$ cat src/rtl/instr_register_arbiter.sv
// rtl/instr_register_arbiter.sv - round-robin two-port write arbiter and pointer sequencer
// feeding instr_register.
module instr_register_arbiter #(
  parameter int DEPTH     = 32,
  parameter bit OVERWRITE = 1'b0
) (
  input  logic               clk,
  input  logic               reset_n,
  input  logic               req0_valid,
  input  logic [3:0]         req0_opcode,
  input  logic signed [31:0] req0_operand_a,
  input  logic signed [31:0] req0_operand_b,
  output logic               req0_ready,
  input  logic               req1_valid,
  input  logic [3:0]         req1_opcode,
  input  logic signed [31:0] req1_operand_a,
  input  logic signed [31:0] req1_operand_b,
  output logic               req1_ready,
  input  logic               clear,
  input  logic               rd_next,
  output logic               load_en,
  output logic [3:0]         opcode,
  output logic signed [31:0] operand_a,
  output logic signed [31:0] operand_b,
  output logic [4:0]         write_pointer,
  output logic [4:0]         read_pointer,
  output logic [5:0]         count,
  output logic               full
);

  localparam logic [4:0] PTR_MASK = 5'(DEPTH - 1);
  localparam logic [5:0] DEPTH_C  = 6'(DEPTH);

  logic               load_en_q, load_en_d;
  logic [3:0]         opcode_q, opcode_d;
  logic signed [31:0] operand_a_q, operand_a_d;
  logic signed [31:0] operand_b_q, operand_b_d;
  logic [4:0]         write_pointer_q, write_pointer_d;
  logic [4:0]         wr_ptr_q, wr_ptr_d;
  logic [4:0]         rd_ptr_q, rd_ptr_d;
  logic [5:0]         count_q, count_d;
  logic               last_grant_q, last_grant_d;

  logic full_w;
  logic accept_ok;
  logic grant0;
  logic grant1;

  assign full_w = (count_q == DEPTH_C);

  // Readies are gated by reset_n so they drop immediately while reset is held.
  always_comb begin
    accept_ok = reset_n && !clear && (!full_w || OVERWRITE);
    grant0    = accept_ok && req0_valid && (!req1_valid || last_grant_q);
    grant1    = accept_ok && req1_valid && (!req0_valid || !last_grant_q);
  end

  always_comb begin
    load_en_d       = 1'b0;
    opcode_d        = opcode_q;
    operand_a_d     = operand_a_q;
    operand_b_d     = operand_b_q;
    write_pointer_d = write_pointer_q;
    wr_ptr_d        = wr_ptr_q;
    rd_ptr_d        = rd_ptr_q;
    count_d         = count_q;
    last_grant_d    = last_grant_q;
    if (clear) begin
      wr_ptr_d     = 5'd0;
      rd_ptr_d     = 5'd0;
      count_d      = 6'd0;
      last_grant_d = 1'b1;
    end else begin
      if (grant0 || grant1) begin
        load_en_d       = 1'b1;
        opcode_d        = grant0 ? req0_opcode    : req1_opcode;
        operand_a_d     = grant0 ? req0_operand_a : req1_operand_a;
        operand_b_d     = grant0 ? req0_operand_b : req1_operand_b;
        write_pointer_d = wr_ptr_q;
        wr_ptr_d        = (wr_ptr_q + 5'd1) & PTR_MASK;
        if (!full_w) count_d = count_q + 6'd1;
        last_grant_d    = grant1;
      end
      if (rd_next) rd_ptr_d = (rd_ptr_q + 5'd1) & PTR_MASK;
    end
  end

  always_ff @(posedge clk or negedge reset_n) begin
    if (!reset_n) begin
      load_en_q       <= 1'b0;
      opcode_q        <= 4'd0;
      operand_a_q     <= '0;
      operand_b_q     <= '0;
      write_pointer_q <= 5'd0;
      wr_ptr_q        <= 5'd0;
      rd_ptr_q        <= 5'd0;
      count_q         <= 6'd0;
      last_grant_q    <= 1'b1;
    end else begin
      load_en_q       <= load_en_d;
      opcode_q        <= opcode_d;
      operand_a_q     <= operand_a_d;
      operand_b_q     <= operand_b_d;
      write_pointer_q <= write_pointer_d;
      wr_ptr_q        <= wr_ptr_d;
      rd_ptr_q        <= rd_ptr_d;
      count_q         <= count_d;
      last_grant_q    <= last_grant_d;
    end
  end

  assign req0_ready    = grant0;
  assign req1_ready    = grant1;
  assign load_en       = load_en_q;
  assign opcode        = opcode_q;
  assign operand_a     = operand_a_q;
  assign operand_b     = operand_b_q;
  assign write_pointer = write_pointer_q;
  assign read_pointer  = rd_ptr_q;
  assign count         = count_q;
  assign full          = full_w;

endmodule

$ cat config.mk
export PLATFORM = sky130hd
export DESIGN_NAME = instr_register_arbiter
export DESIGN_NICKNAME = d
export VERILOG_FILES = /design/src/rtl/instr_register_arbiter.sv
export SDC_FILE = /design/constraint.sdc
export NUM_CORES = 1
export LEC_CHECK = 0
export BUFFER_PORTS_ARGS = -buffer_cell sky130_fd_sc_hd__buf_4
export CAP_MARGIN = 10
export CORE_ASPECT_RATIO = 0.7
export CORE_MARGIN = 4
export CORE_UTILIZATION = 35
export CTS_BUF_LIST = sky130_fd_sc_hd__clkbuf_4 sky130_fd_sc_hd__clkbuf_8 sky130_fd_sc_hd__clkbuf_16
export CTS_CLUSTER_DIAMETER = 60
export DETAILED_ROUTE_END_ITERATION = 8
export MAX_ROUTING_LAYER = met4
export PLACE_DENSITY = 0.61
export SETUP_SLACK_MARGIN = 0.05
export SLEW_MARGIN = 20
export SYNTH_ARGS = -nofsm -noshare
export SYNTH_HDL_FRONTEND = slang
export SYNTH_SLANG_ARGS = --single-unit
$ cat constraint.sdc
create_clock -name clk -period 2.1 [get_ports clk]
set_input_delay 0.21 -clock clk [delete_from_list [all_inputs] [get_ports clk]]
set_output_delay 0.21 -clock clk [all_outputs]
set_load 0.01 [all_outputs]
# Yosys cells after proc, flatten, opt, wreduce, memory -nomap -nowiden
# Index checks and enable logic that the tools add are counted.
# word_totals
reg_bits	91
latch_bits	0
mem_bits_rw	0
romBits	0
out_inout_bits	88
mem_count	0
# classes
add_sub_neg	3
multipliers	0
n_div	0
n_lt_le_gt_ge	0
n_eq_ne	2
n_shift	0
mux	14
bitwise_logic	1
reduce_logical	18
# op_table
operator	count
$mux 32	2
$mux 5	4
$mux 6	3
$add 5x1->5 const B	2
$add 6x1->6 const B	1
$eq 6x6->1 const B	1
$logic_and 1x1->1	6
$logic_not 1->1	5
$mux 1	4
$mux 4	1
$reduce_and 2->1	2
$reduce_bool 2->1	2
$logic_or 1x1->1	3
$ne 2x2->1 const B	1
$not 1->1	1

# Logic depth before layout (Yosys ltp)
# Gate-level depths: netlist of the first run.
# depth
ltp_word	8
mapped_depth	9
mapped_depth_nobuf	7

# Worst setup path after synthesis of the first run
# Ideal clock, no wire load.
# synth_timing
path_kind	register -> output
startpoint	reg count_q[0], in the netlist count[0]
endpoint	out req1_ready
t_arrival_ns	1.716
slack_ns	0.174
path_stages_with_launch	7
n_path_buf	0
path_cell_list	dfrtp_1 inv_1 ha_1 nand4bb_4 or2_2 nand2_1 a2111oi_0
# synth_between
elab_chain_cells	5
# synth_rtl
item	line	text
start, declared	41	logic [5:0] count_q, count_d;
start signal, assigned	107	count_q <= count_d;
$eq 6x6->1	49	assign full_w = (count_q == DEPTH_C);
$logic_not 1->1	--	
$logic_and 1x1->1	53	accept_ok = reset_n && !clear && (!full_w || OVERWRITE);
$logic_and 1x1->1 (2 in a row)	55	grant1 = accept_ok && req1_valid && (!req0_valid || !last_grant_q);
end, declared	18	output logic req1_ready,
# Every way passes these cells.

# Worst setup path after layout of the first run
# layout_timing
startpoint	reg count_q[0], in the netlist count[0]
endpoint	out full
# layout_between
elab_chain_cells	1
# layout_rtl
item	line	text
$eq 6x6->1	49	
end, declared	28	output logic full
# Every way passes these cells.

==> run metrics, run 1 <==
outcome=completed; Slowest-stage cell, CP=dfrtp_1; Synth top area share=0.516; Worst Tran Pin Value=a little under 0.7 ns; CTS root buffer=clkbuf_16; Pwr Total=~5.2 mW; Worst path max stage delay=0.39 ns; # setup viols final=0; Top cell by count, worst path=buf_4; final RePlAce weighted congestion=a little under 0.9; First-pass DRT Iterations=4; final setup TNS=0 ns; die height=between 100 and 150 um; Sequential Power Share=0.412; critical-path maximum fanout=4; Layout area overhead=50.4%; die area=14,300 um2; Initial Utilization=0.366; final clock skew=around 0.0064 ns; Psw=around 1.4 mW; Die Wd=141 um; DRC=0; top post-synthesis cells by area=dfrtp_1, mux2i_1, a21oi_1, nor2_1, buf_6; VDD IR max=between 0.0003 and 0.0004 V; Final Max Tran Viols=0; Skew-Pair Late Insertion Delay=0.33 ns; Post-Synth Adder-Cell Area=0.0115; Power Density=roughly 800 nW/um2; CP Capture Type=primary output; Simple-Gate Fraction of Synth Area=0.108; drt via density=4.72; gr usage total=0.162; CTS Sinks=91; layout cell share with drive strength beyond 1=0.466; highest clock rate=just over 500 MHz; XOR/XNOR share of the synthesized area=0.0181; Clk pwr share=0.340; switching share of power=0.275; Synth Area in Compound Gates=0.110; critical path, cell by cell=inv_2, ha_2, nand4bb_4, or2_4, buf_4, inv_1, buf_4; multiplexer share of the synthesized area=0.175; layout net count=a little under 800; part of the cycle the worst path needs=0.937; Crit Path Category=reg -> out; cts bufs inserted=9; FF+latch count, synth=91; Fin. Hold Viols=0; Syn Area/Cell=around 11 um2; Gate power share=0.248; Pint=roughly 3.8 mW; Placeable Area=between 10,000 and 15,000 um2; largest net degree at the start of global routing=between 50 and 60; minimum clock period=a little under 2 ns; total routed wirelength=~12,000 um; CTS tree=built; Ant. Diodes=0; main combinational cell family by area after synthesis=multiplexers; via count=between 3,000 and 4,000; number of fill cells=1,051; DRT iter0 DRCs=101; Final ANT Viol Nets=0; Final Core Density=0.550; Reg clk slew, reported paths=roughly 0.070 ns; Hold WC Path Type=in -> reg; total grt overflow=0; Gate Count Post-Synth=398; antenna violations before repair=0; CP Launch Type=flip-flop; RSZ-0062 raised after global routing=false; H-tree levels=3; clk buf depth=2; leakage power=3.24 nW; area leader, netlist=dfrtp_1; # IOs=230; I/O Buffers=between 200 and 250; DP Area=roughly 6000 um2; Yosys warnings=0; post-synthesis sequential area ratio=0.522; vias in the first global route=roughly 3,700; Max-Cap Viols=0; first-pass GRT wire length=about 18,000 um; row count=33; Slew headroom=0.551; synthesized area=roughly 4400 um2; fin area=6560 um2; Syn Nets=between 500 and 600; WP data required=1.89 ns; critical path arrival=about 1.8 ns; DR WL/cell=roughly 15 um; dpl hpwl=~9000 um; Netlist cell types=33
==> kinds of logic after synthesis <==
family / after synthesis
XOR/XNOR: 9
AO/OA/AOI/OAI: 84
buffers and inverters: 33
AND/OR/NAND/NOR: 103
flip-flops: 91
adder cells (fa/ha/maj): 4
multiplexers: 74
==> cell usage in the layout (no fill, tap or decap), drive strengths merged, types with 5 or more instances in the layout <==
| master | netlist | final |
|---|---|---|
| inv | 6 | 8 |
| dfrtp | 90 | 90 |
| nand3 | 5 | 5 |
| xor2 | 7 | 7 |
| clkbuf | 1 | 10 |
| o21ai | 6 | 6 |
| a21oi | 74 | 74 |
| nand4 | 5 | 5 |
| mux2i | 69 | 69 |
| nand2 | 6 | 6 |
| buf | 26 | 240 |
| mux2 | 5 | 5 |
| nor2 | 79 | 79 |
==> power by group through the flow <==
stage               clock (mW)  sequential (mW)  combinational, mW
global route              1.89             2.18               1.42
global placement             0             2.18               1.28
finish                    1.77             2.15               1.29
CTS                       1.83             2.15               1.31
floorplan                    0             2.28              0.462
detailed placement           0             2.18               1.30
==> worst paths after layout <==
path                            slack, ns  cells past startpoint                    startpoint                      endpoint
worst max-delay path                 0.13                      7          count[0]$_DFFE_PN0P_                          full
worst min-delay path                 0.17                      3            req0_operand_a[29]     operand_a[29]$_DFFE_PN0P_
worst max register to register       0.39                      7          count[0]$_DFFE_PN0P_     operand_a[30]$_DFFE_PN0P_
worst min register to register       0.52                      1  write_pointer[1]$_DFFE_PN0P_  write_pointer[1]$_DFFE_PN0P_
max in group asynchronous            1.06                      3                       reset_n      operand_a[8]$_DFFE_PN0P_
min in group asynchronous            0.51                      3                       reset_n      operand_b[5]$_DFFE_PN0P_
==> critical path, delay by kind of cell (launching register included) <==
family | cells | cell delay (ns)
AND/OR/NAND/NOR | 2 | 0.41
flip-flops | 1 | 0.39
adder cells (fa/ha/maj) | 1 | 0.19
buffers and inverters | 4 | 0.43
==> layer usage <==
metal	routed length (um)	track usage
met5	0	-
met4	125	0.0420
met3	1020	0.0500
met2	5570	0.256
met1	5370	0.205
==> registers in the layout, indices dropped and copies added (netlist names) <==
signal         flops
write_pointer      5
read_pointer       5
operand_a         32
opcode             4
count              6
last_grant_q       1
load_en            1
operand_b         32
wr_ptr_q           5
==> Yosys cell counts <==
library cell,n
a2111oi_0,1
a21oi_1,63
a21oi_2,11
a31oi_1,1
and3_1,1
buf_1,1
buf_2,11
buf_4,2
buf_6,10
buf_8,2
clkbuf_1,1
dfrtp_1,90
dfstp_2,1
ha_1,4
inv_1,6
mux2_4,5
mux2i_1,69
nand2_1,6
nand3_1,5
nand4_1,5
nand4bb_4,1
nor2_1,69
nor2_2,10
nor3_1,1
o211a_1,1
o21a_1,1
o21ai_0,4
o21ai_1,1
o21ai_2,1
or2_2,1
or3_1,4
xnor2_1,2
xor2_1,7
==> through the flow <==
step	hold slack (ns)	setup slack, ns	std cells
floorplan	-0.0856	0.174	398
finish	0.167	0.132	786
global placement	0.324	0.266	763
CTS	0.153	0.0592	783
detailed placement	0.347	0.159	763
global route	0.163	0.0618	786
==> layout make-up <==
type	instances	area, um2	share of cell area
Inverter	6	22.5	0.00343
Sequential cell	91	2280	0.347
Clock buffer	10	239	0.0364
Timing Repair Buffer	241	1850	0.282
Tap cell	157	196	0.0299
Multi-Input combinational cell	275	1880	0.287
Clock inverter	6	93.8	0.0143
==> repair_timing <==
| item | 4_1_cts | 5_1_grt |
|---|---|---|
| setup endpoints to repair | 2 | 55 |
| gates resized for setup | 3 | 3 |
| cloned | 0 | 1 |
| hold buffers | 1 | 0 |
| pin swaps | 1 | 2 |
| hold endpoints to repair | 38 | 0 |
| setup buffers | 3 | 2 |
Note: power is estimated with default switching activity, not from simulation.
==> inputs of run 2 (changes only) <==
--- a/config.mk
+++ b/config.mk
@@ -5,7 +5,7 @@
 export SDC_FILE = /design/constraint.sdc
 export NUM_CORES = 1
 export LEC_CHECK = 0
-export BUFFER_PORTS_ARGS = -buffer_cell sky130_fd_sc_hd__buf_4
+export BUFFER_PORTS_ARGS = -buffer_cell sky130_fd_sc_hd__buf_2
 export CAP_MARGIN = 10
 export CORE_ASPECT_RATIO = 0.7
 export CORE_MARGIN = 4
==> run metrics, run 2 (same netlist as run 1, synthesis figures left out) <==
Crit Path Category=reg -> out; final RePlAce weighted congestion=roughly 0.87; Fin. Hold Viols=0; Layout area overhead=36.8%; DR WL/cell=around 14 um; Slew headroom=0.562; # IOs=230; drt via density=between 4 and 5; Placeable Area=11,900 um2; row count=33; CP Capture Type=primary output; reg-to-reg endpoint=operand_a[8]$_DFFE_PN0P_; RSZ-0062 raised after global routing=false; Ant. Diodes=0; minimum clock period=between 1.5 and 2 ns; met3 Usage GRT=0.0519; fin area=5970 um2; Pwr Total=slightly below 5 mW; worst r2r src=count[0]$_DFFE_PN0P_; R2R depth=7; final clock skew=around 0.0047 ns; Initial Utilization=0.366; outcome=completed; total grt overflow=0; commonest non-fill, non-tap cells in the layout=buf_2, dfrtp_1, mux2i_1, nor2_1, a21oi_1; CTS tree=built; setup slack, reg-to-reg=approximately 0.27 ns; layout net count=between 700 and 800; Hold WC Path Type=in -> reg; Max-Cap Viols=0; Power Density=832 nW/um2; DRT iter0 DRCs=roughly 130; VDD IR max=between 0.0003 and 0.0004 V; dpl hpwl=between 8000 and 9000 um; highest clock rate=515 MHz; CP startpoint=count[0]$_DFFE_PN0P_; DRC=0; gr usage total=0.158; Non-Filler Instances=slightly below 800; global-route track usage on met1=0.193; leakage power=3.04 nW; critical-path maximum fanout=5; largest net degree at the start of global routing=77; CTS Sinks=91; antenna violations before repair=0; setup slack after layout=0.157 ns; Worst Tran Pin Value=between 0.6 and 0.7 ns; die area=between 10,000 and 15,000 um2; part of the cycle the worst path needs=0.925; CP Launch Type=flip-flop; final setup TNS=0 ns; I/O Buffers=about 230; routing usage on met2=0.252; Reg clk slew, reported paths=about 0.07 ns; Setup WS pre-CTS=0.178 ns; CTS root buffer=clkbuf_16; # setup viols final=0; clk buf depth=2; H-tree levels=3; placed cell count=between 700 and 800; First-pass DRT Iterations=6; cts bufs inserted=9; critical path arrival=roughly 1.7 ns; via count=3,671; WP data required=~1.9 ns; first-pass GRT wire length=about 18,000 um; Final Max Tran Viols=0; total routed wirelength=around 11,000 um; Skew-Pair Late Insertion Delay=approximately 0.33 ns; Die Wd=around 140 um; Final ANT Viol Nets=0; leading cell type in the layout, fill and taps excluded=buf_2; DP Area=around 5600 um2; vias in the first global route=~3,700; peak-usage layer in the global routing report=met2; final hold slack=approximately 0.18 ns; Worst Setup EP=req0_ready; layout cell share with drive strength beyond 1=0.464; die height=101 um; Final Core Density=0.500
[run 2: what timing repair did]
item / CTS / global route
pin swaps: 1 / 2
setup endpoints to repair: 2 / 2
hold buffers: 1 / 0
gates resized for setup: 3 / 5
setup buffers: 2 / 1
endpoints found under the hold margin: 38 / 0
[run 2: worst min path at each step]
stage / from / to / slack (ns) / depth (start not counted)
after global routing: req0_operand_a[29] / operand_a[29]$_DFFE_PN0P_ / 0.17 / 3
final: req1_operand_a[13] / operand_a[13]$_DFFE_PN0P_ / 0.18 / 3
after CTS: req0_operand_b[0] / operand_b[0]$_DFFE_PN0P_ / 0.16 / 3
after floorplan: reset_n / count[0]$_DFFE_PN0P_ / -0.09 / 0
after global placement: reset_n / operand_b[10]$_DFFE_PN0P_ / 0.33 / 2
after detailed placement: reset_n / operand_b[4]$_DFFE_PN0P_ / 0.35 / 2
[run 2: power breakdown]
group / internal, mW / leakage [nW] / switching, mW / total (mW)
Sequential: 2.00 / 1.06 / 0.139 / 2.14
Clock: 1.05 / 0.161 / 0.695 / 1.75
Combinational: 0.502 / 1.82 / 0.583 / 1.09
Total: 3.55 / 3.04 / 1.42 / 4.97
[run 2: area by class of cell]
cell class | count | area, um2
Clock buffer | 9 | 225
Clock inverter | 7 | 96.3
Fill cell | 1121 | 5960
Inverter | 6 | 22.5
Multi-Input combinational cell | 274 | 1890
Sequential cell | 91 | 2280
Tap cell | 157 | 196
Timing Repair Buffer | 240 | 1260
[run 2: critical path: stages (launching register included)]
cell and delay [ns]:
dfrtp_1 0.39, inv_2 0.08, ha_2 0.19, nand4bb_4 0.13, or2_4 0.31, nand2_4 0.09, nor3_1 0.05, buf_2 0.16
[run 2: layer usage]
layer,up-vias,share of wire
met5,-,0
met4,0,0.013
met3,13,0.10
met2,163,0.47
met1,1670,0.42
li1,1825,-
